## src/rtl/uart_pkg.sv

```systemverilog
// Shared definitions for the parametrised UART transmitter.
//   - state_e     : one-hot frame-engine states
//   - PARITY_*    : parity mode encodings for the PARITY parameter
//   - clog2       : counter width helper (never returns less than 1)
//   - bit_clocks  : clocks per serial bit from clock frequency and line rate
package uart_pkg;

  localparam int unsigned PARITY_NONE = 0;
  localparam int unsigned PARITY_ODD  = 1;
  localparam int unsigned PARITY_EVEN = 2;

  typedef enum logic [4:0] {
    StIdle      = 5'b00001,
    StStartBit  = 5'b00010,
    StDataBits  = 5'b00100,
    StParityBit = 5'b01000,
    StStopBit   = 5'b10000
  } state_e;

  // Minimum width of 1 keeps single-value counters legal vectors.
  function automatic int unsigned clog2(input int unsigned value);
    int unsigned width;
    int unsigned reach;
    width = 0;
    reach = 1;
    while (reach < value) begin
      reach = reach << 1;
      width = width + 1;
    end
    if (width == 0) width = 1;
    return width;
  endfunction

  function automatic int unsigned bit_clocks(input int unsigned clk_khz,
                                             input int unsigned baud_bps);
    return (clk_khz * 1000) / baud_bps;
  endfunction

endpackage

```

## src/rtl/uart_bit_timer.sv

```systemverilog
// Bit-period timer for the UART transmitter.
// Ports:
//   i_clk      : system clock
//   i_rst      : asynchronous active-high reset
//   i_restart  : force the count back to 0 (aligns a new frame)
//   o_bit_end  : high while the count sits at BIT_CLOCKS-1; the count then wraps to 0
//   o_bit_pre  : high one cycle before o_bit_end, for registering end-of-bit outputs
module uart_bit_timer
  import uart_pkg::*;
#(
  parameter int unsigned BIT_CLOCKS = 10
) (
  input  logic i_clk,
  input  logic i_rst,
  input  logic i_restart,
  output logic o_bit_end,
  output logic o_bit_pre
);

  localparam int unsigned CntW = clog2(BIT_CLOCKS);
  localparam logic [CntW-1:0] LastCnt = CntW'(BIT_CLOCKS - 1);
  localparam logic [CntW-1:0] PreCnt  = CntW'(BIT_CLOCKS - 2);

  logic [CntW-1:0] r_cnt;

  always_ff @(posedge i_clk or posedge i_rst) begin
    if (i_rst) begin
      r_cnt <= '0;
    end else if (i_restart || (r_cnt == LastCnt)) begin
      r_cnt <= '0;
    end else begin
      r_cnt <= r_cnt + 1'b1;
    end
  end

  assign o_bit_end = (r_cnt == LastCnt);
  assign o_bit_pre = (r_cnt == PreCnt);

endmodule

```

## src/rtl/uart_tx_frame.sv

```systemverilog
// Parametrised UART transmitter with a one-entry holding register.
// Ports:
//   i_clk         : system clock, rising edge
//   i_rst         : asynchronous active-high reset; aborts any frame in flight
//   i_data_valid  : source offers i_data this cycle
//   o_data_ready  : holding register empty; transfer on i_data_valid && o_data_ready
//   i_data        : payload, LSB transmitted first
//   o_tx          : serial line, idle high
//   o_tx_en       : high while any frame bit is on the line
//   o_tx_done     : one-cycle pulse on the last cycle of each frame's final stop bit
module uart_tx_frame
  import uart_pkg::*;
#(
  parameter int unsigned CLK_FREQ_KHz  = 50000,
  parameter int unsigned BAUD_RATE_BPS = 115200,
  parameter int unsigned DATA_BITS     = 8,
  parameter int unsigned PARITY        = PARITY_NONE,
  parameter int unsigned STOP_BITS     = 1,
  parameter int unsigned BIT_CLOCKS    = bit_clocks(CLK_FREQ_KHz, BAUD_RATE_BPS)
) (
  input  logic                 i_clk,
  input  logic                 i_rst,
  input  logic                 i_data_valid,
  output logic                 o_data_ready,
  input  logic [DATA_BITS-1:0] i_data,
  output logic                 o_tx,
  output logic                 o_tx_en,
  output logic                 o_tx_done
);

  if (BIT_CLOCKS < 2) begin : g_bad_bit_clocks
    $error("uart_tx_frame: BIT_CLOCKS must be at least 2");
  end
  if ((DATA_BITS < 5) || (DATA_BITS > 9)) begin : g_bad_data_bits
    $error("uart_tx_frame: DATA_BITS must be within 5..9");
  end
  if (PARITY > PARITY_EVEN) begin : g_bad_parity
    $error("uart_tx_frame: PARITY must be 0, 1 or 2");
  end
  if ((STOP_BITS < 1) || (STOP_BITS > 2)) begin : g_bad_stop_bits
    $error("uart_tx_frame: STOP_BITS must be 1 or 2");
  end

  localparam int unsigned DcntW = clog2(DATA_BITS);
  localparam logic [DcntW-1:0] DataLast = DcntW'(DATA_BITS - 1);
  localparam logic             StopLast = 1'(STOP_BITS - 1);

  state_e               r_state, w_state_d;
  logic [DATA_BITS-1:0] r_shift, w_shift_d;
  logic                 r_parity, w_parity_d;
  logic [DcntW-1:0]     r_dcnt, w_dcnt_d;
  logic                 r_scnt, w_scnt_d;
  logic [DATA_BITS-1:0] r_hold_data, w_hold_data_d;
  logic                 r_hold_full, w_hold_full_d;
  logic                 r_data_ready, w_data_ready_d;
  logic                 r_tx, w_tx_d;
  logic                 r_tx_en, w_tx_en_d;
  logic                 r_tx_done, w_tx_done_d;
  logic                 w_load;
  logic                 w_accept;
  logic                 w_bit_end;
  logic                 w_bit_pre;

  uart_bit_timer #(
    .BIT_CLOCKS (BIT_CLOCKS)
  ) u_bit_timer (
    .i_clk     (i_clk),
    .i_rst     (i_rst),
    .i_restart (w_load),
    .o_bit_end (w_bit_end),
    .o_bit_pre (w_bit_pre)
  );

  // Frame engine: every output is registered, so each branch sets the value the line
  // must carry from the next cycle on.
  always_comb begin
    w_state_d   = r_state;
    w_shift_d   = r_shift;
    w_parity_d  = r_parity;
    w_dcnt_d    = r_dcnt;
    w_scnt_d    = r_scnt;
    w_tx_d      = r_tx;
    w_tx_en_d   = r_tx_en;
    w_tx_done_d = 1'b0;
    w_load      = 1'b0;

    unique case (r_state)
      StIdle: begin
        w_tx_d    = 1'b1;
        w_tx_en_d = 1'b0;
        w_load    = r_hold_full;
      end
      StStartBit: begin
        if (w_bit_end) begin
          w_state_d = StDataBits;
          w_tx_d    = r_shift[0];
        end
      end
      StDataBits: begin
        if (w_bit_end) begin
          w_shift_d = r_shift >> 1;
          if (r_dcnt == DataLast) begin
            w_dcnt_d = '0;
            if (PARITY != PARITY_NONE) begin
              w_state_d = StParityBit;
              w_tx_d    = r_parity;
            end else begin
              w_state_d = StStopBit;
              w_tx_d    = 1'b1;
            end
          end else begin
            w_dcnt_d = r_dcnt + 1'b1;
            w_tx_d   = r_shift[1];
          end
        end
      end
      StParityBit: begin
        if (w_bit_end) begin
          w_state_d = StStopBit;
          w_tx_d    = 1'b1;
        end
      end
      StStopBit: begin
        // Registered pulse: raise it one cycle early so it lands on the final cycle.
        if ((r_scnt == StopLast) && w_bit_pre) begin
          w_tx_done_d = 1'b1;
        end
        if (w_bit_end) begin
          if (r_scnt == StopLast) begin
            w_scnt_d = 1'b0;
            if (r_hold_full) begin
              w_load = 1'b1;
            end else begin
              w_state_d = StIdle;
              w_tx_d    = 1'b1;
              w_tx_en_d = 1'b0;
            end
          end else begin
            w_scnt_d = r_scnt + 1'b1;
          end
        end
      end
      default: begin
        w_state_d = StIdle;
        w_tx_d    = 1'b1;
        w_tx_en_d = 1'b0;
      end
    endcase

    if (w_load) begin
      w_state_d  = StStartBit;
      w_shift_d  = r_hold_data;
      w_parity_d = (PARITY == PARITY_ODD) ? ~(^r_hold_data) : (^r_hold_data);
      w_dcnt_d   = '0;
      w_scnt_d   = 1'b0;
      w_tx_d     = 1'b0;
      w_tx_en_d  = 1'b1;
    end
  end

  // Holding register: an accept on the same edge as a load refills it immediately.
  always_comb begin
    w_accept       = i_data_valid && r_data_ready;
    w_hold_data_d  = r_hold_data;
    w_hold_full_d  = r_hold_full;
    if (w_load) begin
      w_hold_full_d = 1'b0;
    end
    if (w_accept) begin
      w_hold_data_d = i_data;
      w_hold_full_d = 1'b1;
    end
    w_data_ready_d = ~w_hold_full_d;
  end

  always_ff @(posedge i_clk or posedge i_rst) begin
    if (i_rst) begin
      r_state      <= StIdle;
      r_shift      <= '0;
      r_parity     <= 1'b0;
      r_dcnt       <= '0;
      r_scnt       <= 1'b0;
      r_hold_data  <= '0;
      r_hold_full  <= 1'b0;
      r_data_ready <= 1'b1;
      r_tx         <= 1'b1;
      r_tx_en      <= 1'b0;
      r_tx_done    <= 1'b0;
    end else begin
      r_state      <= w_state_d;
      r_shift      <= w_shift_d;
      r_parity     <= w_parity_d;
      r_dcnt       <= w_dcnt_d;
      r_scnt       <= w_scnt_d;
      r_hold_data  <= w_hold_data_d;
      r_hold_full  <= w_hold_full_d;
      r_data_ready <= w_data_ready_d;
      r_tx         <= w_tx_d;
      r_tx_en      <= w_tx_en_d;
      r_tx_done    <= w_tx_done_d;
    end
  end

  assign o_data_ready = r_data_ready;
  assign o_tx         = r_tx;
  assign o_tx_en      = r_tx_en;
  assign o_tx_done    = r_tx_done;

endmodule

```

## config.mk

```make
export PLATFORM = sky130hd
export DESIGN_NAME = uart_tx_frame
export DESIGN_NICKNAME = d
export VERILOG_FILES = /design/src/rtl/uart_pkg.sv /design/src/rtl/uart_bit_timer.sv /design/src/rtl/uart_tx_frame.sv
export SDC_FILE = /design/constraint.sdc
export NUM_CORES = 1
export LEC_CHECK = 0
export ABC_AREA = 1
export CORE_MARGIN = 2
export CORE_UTILIZATION = 25
export CTS_CLUSTER_DIAMETER = 40
export DETAILED_ROUTE_END_ITERATION = 10
export REMOVE_ABC_BUFFERS = 1
export SLEW_MARGIN = 30
export SYNTH_ARGS = -nofsm -noshare
export SYNTH_HDL_FRONTEND = slang
export SYNTH_SLANG_ARGS = --single-unit
```

## constraint.sdc

```tcl
create_clock -name i_clk -period 3.4 [get_ports i_clk]
set_input_delay 0.68 -clock i_clk [delete_from_list [all_inputs] [get_ports i_clk]]
set_output_delay 0.68 -clock i_clk [all_outputs]
set_load 0.005 [all_outputs]
```

# After elaboration in Yosys (flattened, before gate mapping)
# Index checks and enable logic that the tools add are counted.
# Widths: inputs -> output; s select.
dict set report totals {
  register_bits 39
  input_bits 11
  output_inout_bits 4
  wordCells 88
}
dict set report classes {
  n_addsub 3
  n_eq_ne 17
  n_mux 43
  n_bitwise 2
  reduce_logical 12
}
# operator count
set ops {}
lappend ops {{$mux 5} 8}
lappend ops {{$pmux 5 s5} 1}
lappend ops {{$mux 8} 3}
lappend ops {{$mux 1} 23}
lappend ops {{$eq 9x9->1 const B} 2}
lappend ops {{$mux 3} 4}
lappend ops {{$ne 3x1->1 const B} 4}
lappend ops {{$add 9x1->9 const B} 1}
lappend ops {{$mux 9} 1}
lappend ops {{$ne 3x2->1 const B} 3}
lappend ops {{$reduce_and 8->1} 1}
lappend ops {{$reduce_and 6->1} 1}
lappend ops {{$reduce_bool 2->1} 3}
lappend ops {{$eq 5x1->1 const B} 1}
lappend ops {{$eq 5x2->1 const B} 1}
lappend ops {{$eq 5x3->1 const B} 1}
lappend ops {{$eq 5x4->1 const B} 1}
lappend ops {{$eq 5x5->1 const B} 1}
lappend ops {{$ne 2x1->1 const B} 2}
lappend ops {{$pmux 1 s2} 2}
lappend ops {{$pmux 1 s4} 1}
lappend ops {{$reduce_and 2->1} 2}
lappend ops {{$reduce_and 4->1} 1}
lappend ops {{$add 3x1->3 const B} 1}
lappend ops {{other kinds (6)} 8}

# Logic depth before layout (Yosys ltp)
dict set report depth {
  word_depth 7
  mapped_depth 11
  depth_no_buf 11
}

# Modules after synthesis
# Synthesis repeated with hierarchy kept, for this count alone.
dict set report hier_totals {
  hier_cells 198
  area_unflattened_um2 1823.0
}
# mod n_inst cells_per_inst area_per_inst_um2 seq_area_each_um2
set by_module_without_submodules {}
lappend by_module_without_submodules {uart_tx_frame 1 125 1286.2 704.4}
lappend by_module_without_submodules {uart_bit_timer 1 73 536.8 225.2}

# Worst setup path after synthesis
# No wires, ideal clock.
dict set report synth_timing {
  kind {reg-to-reg}
  startpoint {register r_state[0]}
  endpoint {register r_state[1]}
  setup_ps 118
  t_arrival_ps 1278
  t_required_ps 3282
  slack_ps 2004
  path_stages_with_launch 9
  n_path_buf 1
  synth_period_minus_slack_ps 1396
  path_cell_list {dfstp_2 > inv_2 > nor2_2 > nand3_4 > buf_4 > nand3_1 > nand2_1 > nand2_1 > nand2_1}
}
dict set report synth_between {
  elab_chain_cells 4
  word_cells_on_any_way 17
  classes_between {eq/ne (13); mux (3); reduce/logical (1)}
}
# element line_no
set synth_rtl {}
lappend synth_rtl {{start: declaration} uart_tx_frame.sv:48} ;# state_e r_state, w_state_d;
lappend synth_rtl {{start signal: assignment} uart_tx_frame.sv:178} ;# r_state <= StIdle;
lappend synth_rtl {{start signal: assignment} uart_tx_frame.sv:190} ;# r_state <= w_state_d;
lappend synth_rtl {{$eq 5x5->1 or $eq 5x1->1 (tied branches)} uart_tx_frame.sv:87} ;# unique case (r_state)
lappend synth_rtl {{$pmux 1 s2} uart_tx_frame.sv:87}
lappend synth_rtl {{$ne 3x1->1 (no source line) (tied with other cells)} n/a}
lappend synth_rtl {{$reduce_and 8->1 (no source line)} n/a}
# Several ways; a longest one is shown, not always the timed one.
# A chain may end at the register's enable or synchronous reset.

# Worst setup path after layout
dict set report layout_timing {
  startpoint {register r_tx, in the netlist o_tx}
  endpoint {output o_tx}
}
# element line_no
set layout_lines {}
lappend layout_lines {{start: declaration} uart_tx_frame.sv:56} ;# logic r_tx, w_tx_d;
lappend layout_lines {{start signal: assignment} uart_tx_frame.sv:198} ;# r_tx <= w_tx_d;
lappend layout_lines {{end: declaration} uart_tx_frame.sv:26} ;# output logic o_tx,
# No word-level cell between the ends.

==> results.md <==
Cells and area:
- The number of nets in the layout is 271.
- The number of inserted filler cells in the final layout is 808.
- The layout cell share with drive strength beyond 1 is 13.3%.
- The cell area after layout is 0.00223 mm².
- For this run, the number of standard cells in the final layout without fillers is 355.
- The antenna cell count is 0.
- Relative to the synthesized area, the layout overhead comes to 18.4%.

Drt:
- The ratio of routed vias to standard cells is 4.22.
- The count of antenna-violating nets left after detailed routing is 0.
- In the final routed layout, each cell accounts on average for 10.3 µm.
- The first detailed-routing pass ran for 4 iterations.
- Summing over every cut layer, the via total after detailed routing is 1497.
- Summed over all layers, the routed wires come to 3640 µm.
- The total DRC errors in the routed layout is 0.
- The number of DRC markers after the initial detailed-route iteration is 79.

Synth:
- Of all flip-flops after synthesis, the portion carrying an async set or reset was 100%.
- By area the synthesized netlist is led by sky130_fd_sc_hd__dfrtp_1 (45%), sky130_fd_sc_hd__nand2_1 (18%), sky130_fd_sc_hd__nand3_1 (7.4%).
- By count the netlist is led by sky130_fd_sc_hd__nand2_1 (88), sky130_fd_sc_hd__dfrtp_1 (34), sky130_fd_sc_hd__nand3_1 (28).
- The distinct cell type count of the synthesized netlist is 26.
- The cell count after synthesis came out at 235.
- The fraction of synthesized cell area taken by the top area cell type is 45.1%.
- The top cell type by total area after synthesis is sky130_fd_sc_hd__dfrtp_1.
- The share of the yosys chip area belonging to registers is 49.3%.
- The mean instance size in the synthesized netlist is 8.03 µm².
- The Yosys step of the flow raised 0 warnings.
- Among all flip-flop cells after synthesis, the most frequent one is sky130_fd_sc_hd__dfrtp_1.
- By instance count, the leading cell after synthesis is sky130_fd_sc_hd__nand2_1.
- The netlist area before placement is 0.00189 mm².
- The flop and latch count out of synthesis is 37.
- In this run, synthesis inferred 0 flip-flops with an integrated enable.

Clocking:
- The longest clock path from root to sink contains 2 buffers.
- The number of buffers inserted to repair setup after CTS is 0.
- In this run, post-CTS repair resized a total of 0 instances.
- Clock-pin slew was measured on the worst setup and hold paths at 0.07 ns.
- The TritonCTS clock tree is yes.
- The clock root buffer is sky130_fd_sc_hd__clkbuf_8.
- The H-tree was split into 2 levels.
- The number of hold buffers added after cts is 0.
- Buffers inserted during clock tree synthesis total 5.
- The total number of clock tree sinks is 37.
- The later pin in the worst-skew pair is clocked with a latency of 0.29 ns.

Critical path:
- Along the worst path, the maximum fanout reaches 2.
- The worst register-to-register path has a setup slack of 1.66 ns.
- The element type at the critical path end is an output pin.
- The gate family responsible for the most delay along the worst path is flip-flops.
- The type of the worst setup path is flip-flop to output pin.
- The worst register-to-register path begins at r_state[0]$_DFFE_PP1P_.
- The endpoint identified for the worst register-to-register timing path is r_shift[6]$_DFFE_PP0P_.
- Together, buffers and inverters on the worst path number 1.
- The largest single stage delay on the critical path is 0.55 ns.
- The logic depth of the worst path, buffers included is 1.
- The critical path goes through clkdlybuf4s50_1.
- The timing startpoint of the critical path is o_tx$_DFFE_PP1P_.
- At the worst endpoint, the required time is 2.72 ns.
- The number of cell instances on the worst register-to-register path is 8.
- The worst setup path endpoint is o_tx.
- The slowest cell on the critical path is sky130_fd_sc_hd__dfstp_2.
- STA puts the critical path data arrival time at 1.34 ns.
- The critical path launch point type is a flip-flop.

Timing:
- The final count of negative-setup-slack endpoints is 0.
- In the finished design, the share of the clock period the worst path needs comes to 59.5%.
- The normalized max-slew margin is 46.7%.
- The number of hold violations in the final report came to 0.
- The maximum operating frequency is 494 MHz.
- The shortest clock period the worst path allows after layout is 2.02 ns.
- Clock skew on the completed layout was measured at 0.00609 ns.
- The measured slew at the worst slew-check pin is 0.794 ns.
- The final-layout setup total negative slack is 0 ns.
- The number of max-slew violations in the final report was 0.
- Setup repair after global routing left no endpoint under its margin.
- The tightest hold path in the finished design has a slack of 0.484 ns.

Flow run:
- The tool flagged a number of max-cap violations equal to 0.

Run status:
- The run finished with clean final reports.

Floorplanning:
- The overall die height is 90.9 µm.
- The area of the die is 0.00826 mm².
- In this run the core area contains 31 standard-cell rows.
- The region available for standard cell placement spans 0.00729 mm².
- Measured along the x axis, the die boundary spans 90.9 µm.
- For this design the top-level I/O count stands at 15.
- For this configuration, the core starts out at a cell density of 25.9%.

Placement:
- Routability-driven placement finished with a final weighted congestion of 0.761.
- In this run, placement finished with an instance count of 347.
- The total half-perimeter wirelength after legalization and detailed placement is 2660 µm.
- After detailed placement, the total cell area comes to 0.00213 mm².
- During placement, the flow inserted port buffers numbering 14.

GRT:
- The maximum number of pins on one net before global-route repair is 24.
- The number of global-route vias before repair came to 1497.
- The global-route usage over all layers is 9.90%.
- The remaining global-route overflow is 0.
- The number of antenna violations at the first check in global routing is 0.
- The first-pass GRT wire length is 6650 µm.

Power and ir drop:
- The cell leakage power is 1.14 nW.
- VDD sags by at most 0.302 mV.
- The total power density per cell area is 776 mW/mm².

Min path:
- The class of the tightest hold or removal check is flip-flop to flip-flop.
logic make-up (layout without fill, tap and decap cells):
| logic type | after synthesis | in the layout | share of synthesized area (%) |
|---|---|---|---|
| DFF | 37 | 37 | 49.3 |
| AOI/OAI and AO/OA | 15 | 15 | 4.97 |
| adders and majority gates | 5 | 5 | 3.32 |
| and+or+nand+nor | 148 | 148 | 35.0 |
| xor gates and xnor gates | 1 | 1 | 0.464 |
| buffers and inverters | 29 | 50 | 6.96 |
stage by stage:
stage,power [mW],utilization (%),worst slack [ns]
after floorplan,1.22,-,1.89
after global placement,1.40,29.2,1.43
after detailed placement,1.41,29.2,1.38
after CTS,1.75,30.6,1.36
after global routing,1.90,30.6,1.33
final,1.73,30.6,1.38
flip-flops by register name, summed over array words and instances, names as in the netlist:
register	count
u_bit_timer.r_cnt	9
r_hold_data	8
r_shift	8
r_state	4
r_dcnt	3
o_data_ready	1
o_tx	1
o_tx_done	1
o_tx_en	1
r_hold_full	1
area by class of cell:
cell class                      instances  area (µm²)  share of cell area (%)
Clock inverter                          1        5.00                   0.224
Timing Repair Buffer                   16         155                    6.95
Sequential cell                        37         930                    41.6
Clock buffer                            7        96.3                    4.31
Multi-Input combinational cell        169         826                    37.0
Tap cell                               99         124                    5.55
Inverter                               26        97.6                    4.37
cell usage in the layout, fill, tap and decap left out, drive strengths merged:
cell type and n:
clkdlybuf4s50 14, xor2 1, nand3b 1, nand3 31, buf 2, a21oi 6, dfrtp 34, nor3 2
ha 5, nand2 91, dfstp 3, o21ai 9, inv 24, clkbuf 7, nor2 21, clkinv 3
nand4 2
layer usage:
metal	vias up	track usage, %	routed length, µm
li1	783	-	-
met1	678	12.9	1840
met2	29	15.4	1580
met3	7	2.59	140
met4	0	4.55	79
met5	-	0	0
power breakdown:
| part | internal (mW) | total, mW | switching [mW] |
|---|---|---|---|
| Combinational | 0.238 | 0.700 | 0.462 |
| Sequential | 0.592 | 0.696 | 0.104 |
| Clock | 0.183 | 0.337 | 0.154 |
worst min-delay path by stage:
| stage | depth (start not counted) | slack (ns) | start | end |
|---|---|---|---|---|
| final | 2 | 0.48 | r_shift[0]$_DFFE_PP0P_ | r_shift[0]$_DFFE_PP0P_ |
| after global routing | 2 | 0.50 | r_shift[0]$_DFFE_PP0P_ | r_shift[0]$_DFFE_PP0P_ |
| after CTS | 2 | 0.49 | r_shift[5]$_DFFE_PP0P_ | r_shift[5]$_DFFE_PP0P_ |
| after detailed placement | 2 | 0.47 | r_shift[0]$_DFFE_PP0P_ | r_shift[0]$_DFFE_PP0P_ |
| after global placement | 2 | 0.46 | r_dcnt[1]$_DFFE_PP0P_ | r_dcnt[1]$_DFFE_PP0P_ |
| after floorplan | 2 | 0.45 | r_dcnt[1]$_DFFE_PP0P_ | r_dcnt[1]$_DFFE_PP0P_ |
Power figures use the tool's default switching activity.
